$ cat config.mk
export PLATFORM = sky130hd
export DESIGN_NAME = tick_sched
export DESIGN_NICKNAME = d
export VERILOG_FILES = /design/src/rtl/tick_sched.sv
export SDC_FILE = /design/constraint.sdc
export NUM_CORES = 1
export LEC_CHECK = 0
export BUFFER_PORTS_ARGS = -buffer_cell sky130_fd_sc_hd__buf_4
export CORE_MARGIN = 4
export CORE_UTILIZATION = 25
export CTS_BUF_LIST = sky130_fd_sc_hd__clkbuf_2 sky130_fd_sc_hd__clkbuf_4 sky130_fd_sc_hd__clkbuf_8
export DETAILED_ROUTE_END_ITERATION = 7
export REMOVE_ABC_BUFFERS = 1
export SLEW_MARGIN = 25
export SYNTH_ARGS = -nofsm -noshare
export SYNTH_HDL_FRONTEND = slang
export SYNTH_SLANG_ARGS = --single-unit
$ cat constraint.sdc
create_clock -name clk -period 3.65 [get_ports clk]
set_input_delay 0.365 -clock clk [delete_from_list [all_inputs] [get_ports clk]]
set_output_delay 0.365 -clock clk [all_outputs]
set_load 0.01 [all_outputs]
$ cat src/rtl/tick_sched.sv
// Per-channel programmable tick strobes with a two-state valid/ready config port.
// Optional TICK_SCHED_TOGGLE_EN adds a 50% square wave output per channel.
module tick_sched #(
  parameter int NCH = 4,
  parameter int CW  = 27
) (
  input  logic                   clk,
  input  logic                   rst_n,
  input  logic                   run,
  input  logic                   cfg_valid,
  output logic                   cfg_ready,
  input  logic [$clog2(NCH)-1:0] cfg_ch,
  input  logic [CW-1:0]          cfg_period,
  output logic [NCH-1:0]         tick
`ifdef TICK_SCHED_TOGGLE_EN
  ,
  output logic [NCH-1:0]         sq
`endif
);

  localparam int CHW = $clog2(NCH);

  typedef enum logic {
    IDLE  = 1'b0,
    APPLY = 1'b1
  } state_t;

  state_t         state_q, state_d;
  logic [CHW-1:0] ch_q, ch_d;
  logic [CW-1:0]  lat_per_q, lat_per_d;

  logic [CW-1:0]  period_q [NCH];
  logic [CW-1:0]  period_d [NCH];
  logic [CW-1:0]  cnt_q    [NCH];
  logic [CW-1:0]  cnt_d    [NCH];
  logic [NCH-1:0] tick_q, tick_d;
  logic [NCH-1:0] sq_q, sq_d;

  always_comb begin
    state_d   = state_q;
    ch_d      = ch_q;
    lat_per_d = lat_per_q;
    cfg_ready = 1'b0;
    case (state_q)
      IDLE: begin
        cfg_ready = 1'b1;
        if (cfg_valid) begin
          ch_d      = cfg_ch;
          lat_per_d = cfg_period;
          state_d   = APPLY;
        end
      end
      APPLY:   state_d = IDLE;
      default: state_d = IDLE;
    endcase
  end

  // An apply to a channel overrides its wrap; out-of-range channels match nothing.
  always_comb begin
    tick_d = '0;
    sq_d   = sq_q;
    for (int i = 0; i < NCH; i++) begin
      period_d[i] = period_q[i];
      cnt_d[i]    = cnt_q[i];
      if (state_q == APPLY && int'(ch_q) == i) begin
        period_d[i] = lat_per_q;
        cnt_d[i]    = '0;
        sq_d[i]     = 1'b0;
      end else if (run && period_q[i] != '0) begin
        if (cnt_q[i] == period_q[i] - CW'(1)) begin
          cnt_d[i]  = '0;
          tick_d[i] = 1'b1;
          sq_d[i]   = ~sq_q[i];
        end else begin
          cnt_d[i] = cnt_q[i] + CW'(1);
        end
      end
    end
  end

  always_ff @(posedge clk or negedge rst_n) begin
    if (!rst_n) begin
      state_q   <= IDLE;
      ch_q      <= '0;
      lat_per_q <= '0;
      tick_q    <= '0;
      sq_q      <= '0;
      for (int i = 0; i < NCH; i++) begin
        period_q[i] <= '0;
        cnt_q[i]    <= '0;
      end
    end else begin
      state_q   <= state_d;
      ch_q      <= ch_d;
      lat_per_q <= lat_per_d;
      tick_q    <= tick_d;
      sq_q      <= sq_d;
      for (int i = 0; i < NCH; i++) begin
        period_q[i] <= period_d[i];
        cnt_q[i]    <= cnt_d[i];
      end
    end
  end

  assign tick = tick_q;

`ifdef TICK_SCHED_TOGGLE_EN
  assign sq = sq_q;
`else
  logic unused_sq;
  assign unused_sq = ^sq_q;
`endif

endmodule
==> summary.md <==
| Metric | Value |
|---|---|
| Main flop type after synthesis | `dfrtp_1` |
| Worst setup EP type | `flop` |
| Final Skew | `35.3 ps` |
| GRT Total Usage | `13.0%` |
| Sequence of cells on the critical path | `inv_1 > ha_1 > nor3b_2 > nand2_1 > or4_1 > o21ai_0 > nand3_1 > or4_4 > nor4_4 > buf_12 > a211oi_1` |
| Max Cap Violations | `0` |
| DRT Wirelength | `41800 um` |
| Initial Util | `25.3%` |
| Largest net degree at the start of global routing | `92` |
| Syn Inst Count | `1729` |
| Area growth from synthesis to layout | `15.2%` |
| Core ar. | `59100 um^2` |
| TritonCTS buffer count | `42` |
| Die height | `253 um` |
| Row count | `89` |
| CTS tree | `yes` |
| Drt wl/cell | `16.3 um` |
| Status | `finished, final reports clean` |
| Final Cell Area | `17200 um^2` |
| CP required | `4040 ps` |
| Static leakage | `7.23 nW` |
| Worst Path Buf+Inv | `2` |
| Yosys cell types | `73` |
| P_int | `6.53 mW` |
| Clk network pwr share | `25.6%` |
| Port bufs | `37` |
| Comb pwr share | `33.0%` |
| Placed insts | `2473` |
| Clock tree buffer depth | `3` |
| F_max | `0.287 GHz` |
| Post-CTS resize count | `0` |
| Least-Margin Pin Slew | `950 ps` |
| Final hold viol count | `0` |
| Slew Limit Headroom | `36.4%` |
| Vias | `12600` |
| DRT iter0 DRCs | `911` |
| Worst-Skew Late Latency | `580 ps` |
| Post-synth ARST share | `100%` |
| Hold slack | `47.0 ps` |
| Net Sw Power | `4.30 mW` |
| DIE AREA | `63900 um^2` |
| Cell family with most CP delay | `simple AND/OR/NAND/NOR gates` |
| Sequential share of power | `41.5%` |
| # IOs | `38` |
| Clock Pin Slew Worst Setup and Hold Paths | `60 ps` |
| Worst EP arrival | `3880 ps` |
| Switch share | `39.7%` |
| Slowest cell on the critical path | `or4_1` |
| FILL cells | `6179` |
| Detailed Routing Iterations Pass 1 | `5` |
| RSZ-0062 raised after global routing | `true` |
| Seq cells post-synth | `250` |
| RePlAce Congestion | `0.892` |
| Worst IR drop on VDD | `0.374 mV` |
| Hpwl dp | `29800 um` |
| Avg Cell Area, Syn | `8.66 um^2` |
| Post-route clock period utilization | `95.6%` |
| Number of synthesized flops with an enable pin | `0` |
| Slew Limit Fails | `0` |
| Worst-path fanout max | `27` |
| Dpl cell area | `16100 um^2` |
| Nets@finish | `1804` |
| Crit Path Class | `reg -> reg` |
| Final worst path period need | `3490 ps` |
| CTS Root Buffer Type | `clkbuf_8` |
| Crit path largest cell delay | `500 ps` |
| Hold WC Path Type | `in -> reg` |
| Mapped Area | `15000 um^2` |
| DIE WIDTH | `253 um` |
| Post-route ant nets | `0` |
| Layout Utilization | `29.2%` |
| Vias in the first global route | `12600` |
| Share of cells above drive strength 1 | `11.2%` |
| Congestion Overflow GR | `0` |
| Sequential share of the synthesized area | `41.8%` |
| Global-route wire length before repair | `67800 um` |
| DR vias/cell | `4.90` |
| Clock sink count | `250` |
| Power density cells | `628 nW/um^2` |
| Initial antenna violation count | `0` |
| Yosys warning count | `0` |
| Remaining DRCs | `0` |
| Worst Setup Start Kind | `flop` |
| Final setup fails | `0` |
| H-tree levels | `2` |
| Non-filler cells, final | `2567` |
==> what timing repair did <==
item | CTS | global route
hold buffers | 19 | 0
setup endpoints to repair | 0 | 2
endpoints found under the hold margin | 105 | 0
setup buffers | 0 | 0
==> sequential cells by signal, summed over array words and instances, names as in the netlist <==
register / cells
period_q: 108
lat_per_q: 27
ch_q: 2
cnt_q: 108
state_q: 1
tick: 4
==> cell usage after synthesis, drive strengths merged, types with 8 or more instances <==
cell type	instances	share of area [%]
a211oi	33	1.7
a21oi	17	0.57
a31oi	13	0.54
and3	29	1.2
and4	11	0.64
buf	17	0.60
clkbuf	77	1.9
dfrtp	250	42
ha	8	0.67
inv	29	0.73
mux2	29	2.2
nand2	382	9.6
nand2b	8	0.33
nand3	65	2.2
nand4	48	2.0
nor2	99	2.5
nor3	106	3.6
nor3b	10	0.53
nor4	40	1.9
nor4b	8	0.47
o21ai	42	1.4
or3	24	1.0
or4	25	1.3
xnor2	124	7.3
xor2	122	7.1
==> power groups by stage <==
stage	Sequential [mW]	Clock [mW]	Combinational, mW
final	4.49	2.77	3.57
after global routing	4.61	2.99	4.02
after CTS	4.48	2.87	3.55
after detailed placement	4.52	0	3.51
after global placement	4.48	0	3.43
after floorplan	4.12	0	2.74
==> kinds of logic after synthesis <==
logic type	share of synthesized area, %
AND/OR/NAND/NOR	29.7
AO/OA/AOI/OAI	7.55
buffers and inverters	3.26
XOR/XNOR	14.4
flip-flops	41.8
adder cells (fa/ha/maj)	0.735
multiplexers	2.58
==> layout by cell type, fill, tap and decap left out, drive strengths merged, types with 30 or more instances in the layout <==
| cell | netlist | final |
|---|---|---|
| nor3 | 106 | 106 |
| nor4 | 40 | 40 |
| nand4 | 48 | 48 |
| inv | 29 | 30 |
| nand2 | 382 | 382 |
| dfrtp | 250 | 250 |
| clkbuf | 77 | 62 |
| o21ai | 42 | 42 |
| nand3 | 65 | 65 |
| nor2 | 99 | 99 |
| buf | 17 | 65 |
| xnor2 | 124 | 124 |
| a211oi | 33 | 33 |
| xor2 | 122 | 122 |
==> metal layers <==
metal | up-vias | track usage (%) | routed length (um) | part of all wire, %
met5 | - | 0 | 0 | 0
met4 | 0 | 3.78 | 1160 | 2.8
met3 | 73 | 3.21 | 2850 | 6.8
met2 | 290 | 19.6 | 18000 | 43
met1 | 6131 | 18.5 | 19900 | 47
li1 | 6092 | - | - | -
==> worst paths after layout <==
path / start / endpoint / slack, ps / depth (start not counted)
min in group asynchronous: rst_n / cnt_q[58]$_DFFE_PN0P_ / 410 / 2
setup reg to reg: period_q[81]$_DFFE_PN0P_ / cnt_q[87]$_DFFE_PN0P_ / 160 / 11
hold / removal: cfg_period[14] / lat_per_q[14]$_DFFE_PN0P_ / 50 / 2
max in group asynchronous: rst_n / tick[0]$_DFF_PN0_ / 2240 / 3
setup / recovery: period_q[81]$_DFFE_PN0P_ / cnt_q[87]$_DFFE_PN0P_ / 160 / 11
hold reg to reg: period_q[52]$_DFFE_PN0P_ / period_q[52]$_DFFE_PN0P_ / 530 / 2
==> final cells by class <==
cell class	instances	area, um^2	share of cell area [%]
Timing Repair Buffer	84	748	4.34
Sequential cell	250	6260	36.3
Inverter	29	109	0.631
Tap cell	773	967	5.61
Antenna cell	1	2.50	0.0145
Clock inverter	12	144	0.834
Clock buffer	62	766	4.44
Multi-Input combinational cell	1356	8260	47.9
==> through the flow <==
step,TNS [ps],worst slack [ps],power [mW]
2_1_floorplan,-3810,-174,6.85
3_3_place_gp,0,304,7.92
3_5_place_dp,0,237,8.03
4_1_cts,0,232,10.9
5_1_grt,-14.0,-13.4,11.6
6_report,0,161,10.8
Power figures use the tool's default switching activity.
